### src/rtl/load_align_unit_pkg.sv
// Shared definitions for the load alignment unit: funct3 codes, FSM states
// and small decode helpers used by the top level and the extractor.
package load_pkg;

  localparam logic [2:0] LB  = 3'b000;
  localparam logic [2:0] LH  = 3'b001;
  localparam logic [2:0] LW  = 3'b010;
  localparam logic [2:0] LD  = 3'b011;
  localparam logic [2:0] LBU = 3'b100;
  localparam logic [2:0] LHU = 3'b101;
  localparam logic [2:0] LWU = 3'b110;

  typedef enum logic [1:0] {IDLE, BEAT0, BEAT1, RESP} load_state_e;

  // Byte count of the loaded field; the low two funct3 bits encode it.
  function automatic logic [3:0] load_size(input logic [2:0] funct3);
    case (funct3[1:0])
      2'b00:   return 4'd1;
      2'b01:   return 4'd2;
      2'b10:   return 4'd4;
      default: return 4'd8;
    endcase
  endfunction

  // Signed loads have funct3[2] clear; LBU/LHU/LWU set it.
  function automatic logic load_is_signed(input logic [2:0] funct3);
    return !funct3[2];
  endfunction

  // 3'b111 is never a load; LD and LWU only exist on a 64-bit datapath.
  function automatic logic load_is_legal(input logic [2:0] funct3, input int xlen);
    if (funct3 == 3'b111) return 1'b0;
    if (xlen == 32 && (funct3 == LD || funct3 == LWU)) return 1'b0;
    return 1'b1;
  endfunction

endpackage

### src/rtl/load_align_unit_if.sv
// Request, memory-port and response signals of the load unit, bundled so the
// pipeline side (master) and the load unit (slave) see matching directions.
interface load_align_unit_if #(
  parameter int XLEN   = 32,
  parameter int ADDR_W = 32
);
  logic              req_valid;
  logic              req_ready;
  logic [ADDR_W-1:0] req_addr;
  logic [2:0]        req_funct3;
  logic [4:0]        req_rd;
  logic              mem_re;
  logic [ADDR_W-1:0] mem_addr;
  logic [XLEN-1:0]   mem_rdata;
  logic              rsp_valid;
  logic              rsp_ready;
  logic [XLEN-1:0]   rsp_data;
  logic [4:0]        rsp_rd;
  logic              rsp_err;

  modport master (
    output req_valid, req_addr, req_funct3, req_rd, mem_rdata, rsp_ready,
    input  req_ready, mem_re, mem_addr, rsp_valid, rsp_data, rsp_rd, rsp_err
  );

  modport slave (
    input  req_valid, req_addr, req_funct3, req_rd, mem_rdata, rsp_ready,
    output req_ready, mem_re, mem_addr, rsp_valid, rsp_data, rsp_rd, rsp_err
  );
endinterface

### src/rtl/load_align_unit_extract.sv
// Combinational load extractor: shifts a two-word window right by the byte
// offset, keeps the field selected by funct3 and sign- or zero-extends it.
module load_extract
  import load_pkg::*;
#(
  parameter int XLEN = 32
) (
  input  logic [2*XLEN-1:0]         data,
  input  logic [$clog2(XLEN/8)-1:0] off,
  input  logic [2:0]                funct3,
  output logic [XLEN-1:0]           result
);

  logic [XLEN-1:0] low;
  logic [XLEN-1:0] mask;
  logic            sign;

  // Field mask and sign bit chosen by load size, then merged extension.
  always_comb begin
    low  = XLEN'(data >> {off, 3'b000});
    mask = '1;
    sign = low[XLEN-1];
    case (load_size(funct3))
      4'd1: begin mask = XLEN'(8'hFF);         sign = low[7];  end
      4'd2: begin mask = XLEN'(16'hFFFF);      sign = low[15]; end
      4'd4: begin mask = XLEN'(32'hFFFF_FFFF); sign = low[31]; end
      default: ;
    endcase
    result = (low & mask) | ((load_is_signed(funct3) && sign) ? ~mask : '0);
  end

endmodule

### src/rtl/load_align_unit.sv
// Sequential load unit: issues one or two word-aligned reads per load,
// assembles misaligned fields and returns a registered, extended response.
module load_align_unit
  import load_pkg::*;
#(
  parameter int XLEN        = 32,
  parameter int ADDR_W      = 32,
  parameter bit MISALIGN_EN = 1'b1
) (
  input  logic             clk,
  input  logic             rst_n,
  input  logic             flush,
  load_align_unit_if.slave bus
);

  localparam int W     = XLEN / 8;
  localparam int OFF_W = $clog2(W);

  load_state_e       state_q, state_d;
  logic [ADDR_W-1:0] addr_q, addr_d;
  logic [2:0]        funct3_q, funct3_d;
  logic [4:0]        rd_q, rd_d;
  logic [XLEN-1:0]   lo_q, lo_d;
  logic [XLEN-1:0]   rsp_data_q, rsp_data_d;
  logic [4:0]        rsp_rd_q, rsp_rd_d;
  logic              rsp_err_q, rsp_err_d;

  logic [OFF_W-1:0]  req_off, cur_off;
  logic [3:0]        req_size, cur_size;
  logic              req_misaligned, req_ok, cur_cross;
  logic [ADDR_W-1:0] req_aligned, cur_aligned;
  logic [2*XLEN-1:0] ext_data;
  logic [XLEN-1:0]   ext_result;
  logic              mem_re_c;
  logic [ADDR_W-1:0] mem_addr_c;

  assign req_off        = bus.req_addr[OFF_W-1:0];
  assign req_size       = load_size(bus.req_funct3);
  assign req_misaligned = (4'(req_off) & (req_size - 4'd1)) != 4'd0;
  assign req_ok         = load_is_legal(bus.req_funct3, XLEN) && (MISALIGN_EN || !req_misaligned);
  assign req_aligned    = {bus.req_addr[ADDR_W-1:OFF_W], {OFF_W{1'b0}}};

  assign cur_off     = addr_q[OFF_W-1:0];
  assign cur_size    = load_size(funct3_q);
  assign cur_cross   = (5'(cur_off) + 5'(cur_size)) > 5'(W);
  assign cur_aligned = {addr_q[ADDR_W-1:OFF_W], {OFF_W{1'b0}}};

  assign ext_data = (state_q == BEAT1) ? {bus.mem_rdata, lo_q} : {{XLEN{1'b0}}, bus.mem_rdata};

  load_extract #(.XLEN(XLEN)) u_extract (
    .data   (ext_data),
    .off    (cur_off),
    .funct3 (funct3_q),
    .result (ext_result)
  );

  // State, request latches and the response register.
  always_ff @(posedge clk or negedge rst_n) begin
    if (!rst_n) begin
      state_q    <= IDLE;
      addr_q     <= '0;
      funct3_q   <= '0;
      rd_q       <= '0;
      lo_q       <= '0;
      rsp_data_q <= '0;
      rsp_rd_q   <= '0;
      rsp_err_q  <= 1'b0;
    end else begin
      state_q    <= state_d;
      addr_q     <= addr_d;
      funct3_q   <= funct3_d;
      rd_q       <= rd_d;
      lo_q       <= lo_d;
      rsp_data_q <= rsp_data_d;
      rsp_rd_q   <= rsp_rd_d;
      rsp_err_q  <= rsp_err_d;
    end
  end

  // Next state, memory read issue and response loading; flush overrides all.
  always_comb begin
    state_d    = state_q;
    addr_d     = addr_q;
    funct3_d   = funct3_q;
    rd_d       = rd_q;
    lo_d       = lo_q;
    rsp_data_d = rsp_data_q;
    rsp_rd_d   = rsp_rd_q;
    rsp_err_d  = rsp_err_q;
    mem_re_c   = 1'b0;
    mem_addr_c = cur_aligned;
    case (state_q)
      IDLE: begin
        mem_addr_c = req_aligned;
        if (bus.req_valid && !flush) begin
          if (req_ok) begin
            mem_re_c = 1'b1;
            addr_d   = bus.req_addr;
            funct3_d = bus.req_funct3;
            rd_d     = bus.req_rd;
            state_d  = BEAT0;
          end else begin
            rsp_data_d = '0;
            rsp_err_d  = 1'b1;
            rsp_rd_d   = bus.req_rd;
            state_d    = RESP;
          end
        end
      end
      BEAT0: begin
        mem_addr_c = cur_aligned + ADDR_W'(W);
        if (cur_cross) begin
          lo_d     = bus.mem_rdata;
          mem_re_c = 1'b1;
          state_d  = BEAT1;
        end else begin
          rsp_data_d = ext_result;
          rsp_err_d  = 1'b0;
          rsp_rd_d   = rd_q;
          state_d    = RESP;
        end
      end
      BEAT1: begin
        rsp_data_d = ext_result;
        rsp_err_d  = 1'b0;
        rsp_rd_d   = rd_q;
        state_d    = RESP;
      end
      RESP: begin
        if (bus.rsp_ready) state_d = IDLE;
      end
      default: state_d = IDLE;
    endcase
    if (flush) begin
      state_d  = IDLE;
      mem_re_c = 1'b0;
    end
  end

  assign bus.req_ready = (state_q == IDLE);
  assign bus.mem_re    = mem_re_c & rst_n;
  assign bus.mem_addr  = mem_addr_c;
  assign bus.rsp_valid = (state_q == RESP);
  assign bus.rsp_data  = rsp_data_q;
  assign bus.rsp_rd    = rsp_rd_q;
  assign bus.rsp_err   = rsp_err_q;

endmodule

### src/flat_wrapper.sv
// flat-port wrapper written by rule: the top's interface ports become plain ports
module load_align_unit_flat import load_pkg::*;
#(
  parameter int XLEN        = 32,
  parameter int ADDR_W      = 32,
  parameter bit MISALIGN_EN = 1'b1
)
  (clk, rst_n, flush, bus_req_valid, bus_req_addr, bus_req_funct3, bus_req_rd, bus_mem_rdata, bus_rsp_ready, bus_req_ready, bus_mem_re, bus_mem_addr, bus_rsp_valid, bus_rsp_data, bus_rsp_rd, bus_rsp_err);
  load_align_unit_if #(.XLEN(XLEN), .ADDR_W(ADDR_W)) bus_i ();
  input  logic clk;
  input  logic rst_n;
  input  logic flush;
  input wire logic [$bits(bus_i.req_valid)-1:0] bus_req_valid;
  input wire logic [$bits(bus_i.req_addr)-1:0] bus_req_addr;
  input wire logic [$bits(bus_i.req_funct3)-1:0] bus_req_funct3;
  input wire logic [$bits(bus_i.req_rd)-1:0] bus_req_rd;
  input wire logic [$bits(bus_i.mem_rdata)-1:0] bus_mem_rdata;
  input wire logic [$bits(bus_i.rsp_ready)-1:0] bus_rsp_ready;
  output wire logic [$bits(bus_i.req_ready)-1:0] bus_req_ready;
  output wire logic [$bits(bus_i.mem_re)-1:0] bus_mem_re;
  output wire logic [$bits(bus_i.mem_addr)-1:0] bus_mem_addr;
  output wire logic [$bits(bus_i.rsp_valid)-1:0] bus_rsp_valid;
  output wire logic [$bits(bus_i.rsp_data)-1:0] bus_rsp_data;
  output wire logic [$bits(bus_i.rsp_rd)-1:0] bus_rsp_rd;
  output wire logic [$bits(bus_i.rsp_err)-1:0] bus_rsp_err;
  assign bus_i.req_valid = bus_req_valid;
  assign bus_i.req_addr = bus_req_addr;
  assign bus_i.req_funct3 = bus_req_funct3;
  assign bus_i.req_rd = bus_req_rd;
  assign bus_i.mem_rdata = bus_mem_rdata;
  assign bus_i.rsp_ready = bus_rsp_ready;
  assign bus_req_ready = bus_i.req_ready;
  assign bus_mem_re = bus_i.mem_re;
  assign bus_mem_addr = bus_i.mem_addr;
  assign bus_rsp_valid = bus_i.rsp_valid;
  assign bus_rsp_data = bus_i.rsp_data;
  assign bus_rsp_rd = bus_i.rsp_rd;
  assign bus_rsp_err = bus_i.rsp_err;
  load_align_unit #(.XLEN(XLEN), .ADDR_W(ADDR_W), .MISALIGN_EN(MISALIGN_EN)) u_core (.clk(clk), .rst_n(rst_n), .flush(flush), .bus(bus_i));
endmodule
### config.mk
export PLATFORM = sky130hd
export DESIGN_NAME = load_align_unit_flat
export DESIGN_NICKNAME = d
export VERILOG_FILES = /design/src/rtl/load_align_unit_pkg.sv /design/src/rtl/load_align_unit_if.sv /design/src/rtl/load_align_unit_extract.sv /design/src/rtl/load_align_unit.sv /design/src/flat_wrapper.sv
export SDC_FILE = /design/constraint.sdc
export NUM_CORES = 1
export LEC_CHECK = 0
export BUFFER_PORTS_ARGS = -buffer_cell sky130_fd_sc_hd__buf_2
export CAP_MARGIN = 20
export CORE_MARGIN = 2
export CORE_UTILIZATION = 40
export CTS_CLUSTER_DIAMETER = 80
export CTS_CLUSTER_SIZE = 14
export DETAILED_ROUTE_END_ITERATION = 8
export SLEW_MARGIN = 40
export SYNTH_ARGS = -nofsm -noshare
export SYNTH_HDL_FRONTEND = slang
export SYNTH_HIERARCHICAL = 1
export SYNTH_SLANG_ARGS = --single-unit
### constraint.sdc
create_clock -name clk -period 3.9 [get_ports clk]
set_clock_uncertainty 0.2 [all_clocks]
set_input_delay 0.585 -clock clk [delete_from_list [all_inputs] [get_ports clk]]
set_output_delay 0.585 -clock clk [all_outputs]
set_load 0.05 [all_outputs]
# After elaboration in Yosys (flattened, before gate mapping)
# Cells that the tools add are included.
[word_totals]
input_bits = 77
elab_cells = 79
register_bits = 112
[classes]
n_shift = 1
bitwise = 4
order_cmp = 1
eq_ne = 15
reduce_logical = 12
n_mux = 36
n_addsub = 2
[ops]
columns = ["cell", "count"]
rows = [
  ["32-bit two-way mux", 4],
  ["32-bit case mux with 2 select lines", 2],
  ["32-bit case mux with 3 select lines", 1],
  ["64-bit two-way mux", 1],
  ["64-bit by 5-bit >> shifter with 32-bit output", 1],
  ["32-bit by 3-bit adder with 32-bit output, second input constant", 1],
  ["32-bit AND", 1],
  ["32-bit inverter", 1],
  ["32-bit OR", 1],
  ["1-bit two-way mux", 15],
  ["5-bit two-way mux", 3],
  ["5-bit case mux with 3 select lines", 1],
  ["4-bit case mux with 3 select lines", 1],
  ["2-bit two-way mux", 4],
  ["2-bit case mux with 4 select lines", 1],
  ["2-bit equality test, second input constant", 3],
  ["3-bit equality test, second input constant", 2],
  ["2-bit by 4-bit adder with 5-bit output", 1],
  ["5-bit by 3-bit greater-than comparator with 1-bit output, second input constant", 1],
  ["2-bit by 1-bit equality test with 1-bit output, second input constant", 2],
  ["4-bit by 1-bit equality test with 1-bit output, second input constant", 1],
  ["4-bit by 2-bit equality test with 1-bit output, second input constant", 1],
  ["2-bit zero test", 2],
  ["2-bit != test, second input constant", 2],
  ["other kinds (14)", 18],
]

# Depth between registers and ports, before layout
[logic_depth]
ltp_word = 11
depth_mapped = 11

# Hierarchy
# The synthesis kept the hierarchy.
[by_module_without_submodules]
columns = ["mod", "n_inst", "cells_per_inst", "area_per_inst_um2"]
rows = [
  ["load_align_unit", 1, 610, 6188.4],
  ["load_extract", 1, 101, 1103.6],
]

# Least setup slack after synthesis
# OpenSTA, ideal clock, no wires.
[synth_timing]
kind = "register -> output"
start = "reg u_core.state_q[1]"
end = "out bus_mem_addr[10]"
t_arrival_ps = 3205
n_path_buf = 2
stages_incl_launch_ff = 7
slack_ps = -90
path_cell_list = "dfrtp_1 -> inv_1 -> ha_1 -> clkbuf_1 -> buf_1 -> nand2_1 -> o311ai_0"
[synth_via]
elab_chain_len = 2
[synth_lines]
columns = ["element", "line_no", "rtl"]
rows = [
  ["start: declaration", "load_align_unit.sv:19", "load_state_e state_q, state_d;"],
  ["start signal: assignment", "load_align_unit.sv:69", "state_q <= state_d;"],
  ["2-bit by 1-bit equality test with 1-bit output / 2-bit zero test (equally long branches)", "load_align_unit.sv:92", "case (state_q)"],
  ["32-bit case mux with 2 select lines (*)", "load_align_unit.sv:92", ""],
  ["end: declaration", "flat_wrapper.sv:21", "output wire logic [$bits(bus_i.mem_addr)-1:0] bus_mem_addr;"],
]
# Mark *: on every way between the ends. The rest lies on a longest branch, timed or not.

# Worst setup path after layout
[layout_timing]
start = "reg u_core.funct3_q[1]"
end = "out bus_mem_re"
[layout_via]
elab_chain_len = 8
[layout_lines]
columns = ["element", "line_no", "rtl"]
rows = [
  ["start: declaration", "load_align_unit.sv:21", "logic [2:0] funct3_q, funct3_d;"],
  ["start signal: assignment", "load_align_unit.sv:71", "funct3_q <= funct3_d;"],
  ["2-bit equality test (tied with other cells)", "load_align_unit_pkg.sv:17", "case (funct3[1:0])"],
  ["4-bit case mux with 3 select lines (*)", "load_align_unit_pkg.sv:17", ""],
  ["2-bit by 4-bit adder with 5-bit output (*)", "load_align_unit.sv:45", "assign cur_cross = (5'(cur_off) + 5'(cur_size)) > 5'(W);"],
  ["5-bit by 3-bit greater-than comparator with 1-bit output (*)", "load_align_unit.sv:45", ""],
  ["1-bit two-way mux (*)", "load_align_unit.sv:112", "if (cur_cross) begin"],
  ["1-bit case mux with 2 select lines (*)", "load_align_unit.sv:92", ""],
  ["1-bit two-way mux (*)", "load_align_unit.sv:134", "if (flush) begin"],
  ["1-bit AND (*)", "load_align_unit.sv:141", "assign bus.mem_re = mem_re_c & rst_n;"],
  ["end: declaration", "flat_wrapper.sv:20", "output wire logic [$bits(bus_i.mem_re)-1:0] bus_mem_re;"],
]
# Marked as above.

==> impl_metrics.csv <==
group,metric,value,unit
pwr,pwr-share-seq,25.1,%
floorplanning,core,17840,um^2
placed_design,place_hpwl,13210,um
finish,final_nets,905,
route,drt_iter0_drc,348,
global_route,grt_max_degree,77,
sta,tns,0,ns
synth,syn_area,7242,um^2
finish,final_area,8396,um^2
critical_path,critPathMaxFanout,27,
pwr,comb_power_share,64.2,%
finish,final-seq-area,2804,um^2
global_route,antenna_found_initial,3,
route,wirelength,18200,um
pwr,switchingPower,4207,uW
critical_path,cp.arrival,2.76,ns
critical_path,rrSetupSlack,0.81,ns
synth,synthCells,703,
sta,rsz0062_at_grt,"false",
clock_tree,clock_sinks,112,
pwr,power.leakage,0.003674,uW
placed_design,dpl_cell_area,8113,um^2
global_route,grt_pass1_vias,5429,
clock_tree,cts.reportedPaths.clkPinSlew,0.07,ns
synth,yosys_warnings,6,
finish,fill_cells,1746,
critical_path,required,3.12,ns
pwr,powerDensity,985.6,nW/um^2
synth,syn_avg_cell_area,10.30,um^2
sta,slew_headroom,50.92,%
clock_tree,cts_max_level,3,
placed_design,gp_congestion,0.8059,
finish,multi_input_comb_area,4103,um^2
finish,postLayoutCoreUtil,47.06,%
critical_path,endpoint_kind,"output port",
global_route,grt_pass1_wl,29770,um
finish,area_growth,15.93,%
run,cap_violations,0,
sta,fmax,281.9,MHz
finish,drive_gt1_share,39.81,%
sta,hold_viol,0,
pwr,ir_drop,0.0005696,V
clock_tree,cts_tree,"done",
global_route,grt_usage,19.31,%
clock_tree,cts_buffers,9,
global_route,overflow,0,
pwr,intPower,4068,uW
route,avgRoutedWirePerCell,17.24,um
floorplanning,dieArea,19200,um^2
sta,timing.hold.ws,0.1285,ns
sta,period_needed,3.547,ns
route,via_count,5723,
clock_tree,clock_path_buffers,2,
critical_path,path_class,"register to output port",
floorplanning,die_x,138.6,um
floorplanning,fp.dieH,138.6,um
finish,final_cell_mix,"buf_2 (146), nand2_1 (124), dfrtp_1 (111)",
sta,fin_crit_sh,90.94,%
floorplanning,start_util,40.59,%
clock_tree,ctsHoldBuffers,0,
critical_path,crit_path_start_kind,"register",
clock_tree,cts_resized,0,
sta,setup_violations,0,
outcome,status,"completed",
clock_tree,cts-root-buf,"clkbuf_16",
pwr,p_clk_share,10.7,%
clock_tree,clk_latency,0.36,ns
route,drc,0,
floorplanning,io_pins,150,
clock_tree,post_cts_buffers,0,
pwr,finalPower,8275,uW
route,viasPerCell,5.420,
min_path,hold_class,"input pin to async pin",
finish,final_common_cell,"buf_2",
sta,slew_violations,0,
route,firstDrtPassIters,5,
placed_design,port_buffers,147,
pwr,p_sw_share,50.83,%
sta,tightestPinTransition,0.7354,ns
floorplanning,rows,49,
route,postRouteAntennaNets,0,
-- stage by stage --
stage,std cells,worst slack [ns]
global route,1056,0.1266
global placement,1037,0.7019
floorplan,704,0.08924
detailed placement,1037,0.7410
CTS,1053,0.3369
finish,1056,0.3531
-- flip-flops by register name, summed over array words and instances, names as in the netlist --
signal	flops
u_core/addr_q	32
u_core/bus.rsp_data	32
u_core/bus.rsp_err	1
u_core/bus.rsp_rd	5
u_core/funct3_q	3
u_core/lo_q	32
u_core/rd_q	5
u_core/state_q	2
-- worst paths after layout --
check,start,endpoint,cells after the start
max,u_core/funct3_q[1]$_DFFE_PN0P_,bus_mem_re,9
min,rst_n,u_core/addr_q[5]$_DFFE_PN0P_,2
max reg2reg,u_core/state_q[0]$_DFFE_PN0P_,u_core/bus.rsp_data[17]$_DFFE_PN0P_,8
min reg2reg,u_core/bus.rsp_rd[3]$_DFFE_PN0P_,u_core/bus.rsp_rd[3]$_DFFE_PN0P_,2
max in group asynchronous,rst_n,u_core/addr_q[0]$_DFFE_PN0P_,2
min in group clk,bus_req_addr[1],u_core/addr_q[1]$_DFFE_PN0P_,3
-- critical path: stages (launching register included) --
cell      delay (ns)
dfrtp_1         0.43
buf_4           0.23
nand2b_1        0.20
fa_1            0.41
xnor2_1         0.14
a22oi_1         0.12
nand2b_1        0.18
nor2b_1         0.14
nor3b_1         0.23
buf_2           0.31
-- layout make-up --
class / instances / share of cell area, %
multi-input combinational: 521 / 48.87
antenna: 3 / 0.08942
sequential: 112 / 33.40
timing repair buffer: 164 / 10.51
tap: 229 / 3.413
inverter: 11 / 0.4918
clock buffer: 9 / 2.683
clock inverter: 7 / 0.5514
-- routing by layer --
metal	part of all wire (%)	wire, um	global-route usage, %
met1	49	8909	29.89
met5	0	0	0
met3	6.1	1109	3.246
met4	1.4	247	5.585
met2	44	7937	27.80
-- power by group through the flow --
stage | clock (uW) | sequential (uW) | combinational (uW)
floorplan | 0 | 2340 | 3960
global placement | 0 | 2080 | 5280
detailed placement | 0 | 2100 | 5310
CTS | 922 | 2070 | 5320
global route | 960 | 2160 | 5750
finish | 887 | 2070 | 5310
Note: power is estimated with default switching activity, not from simulation.
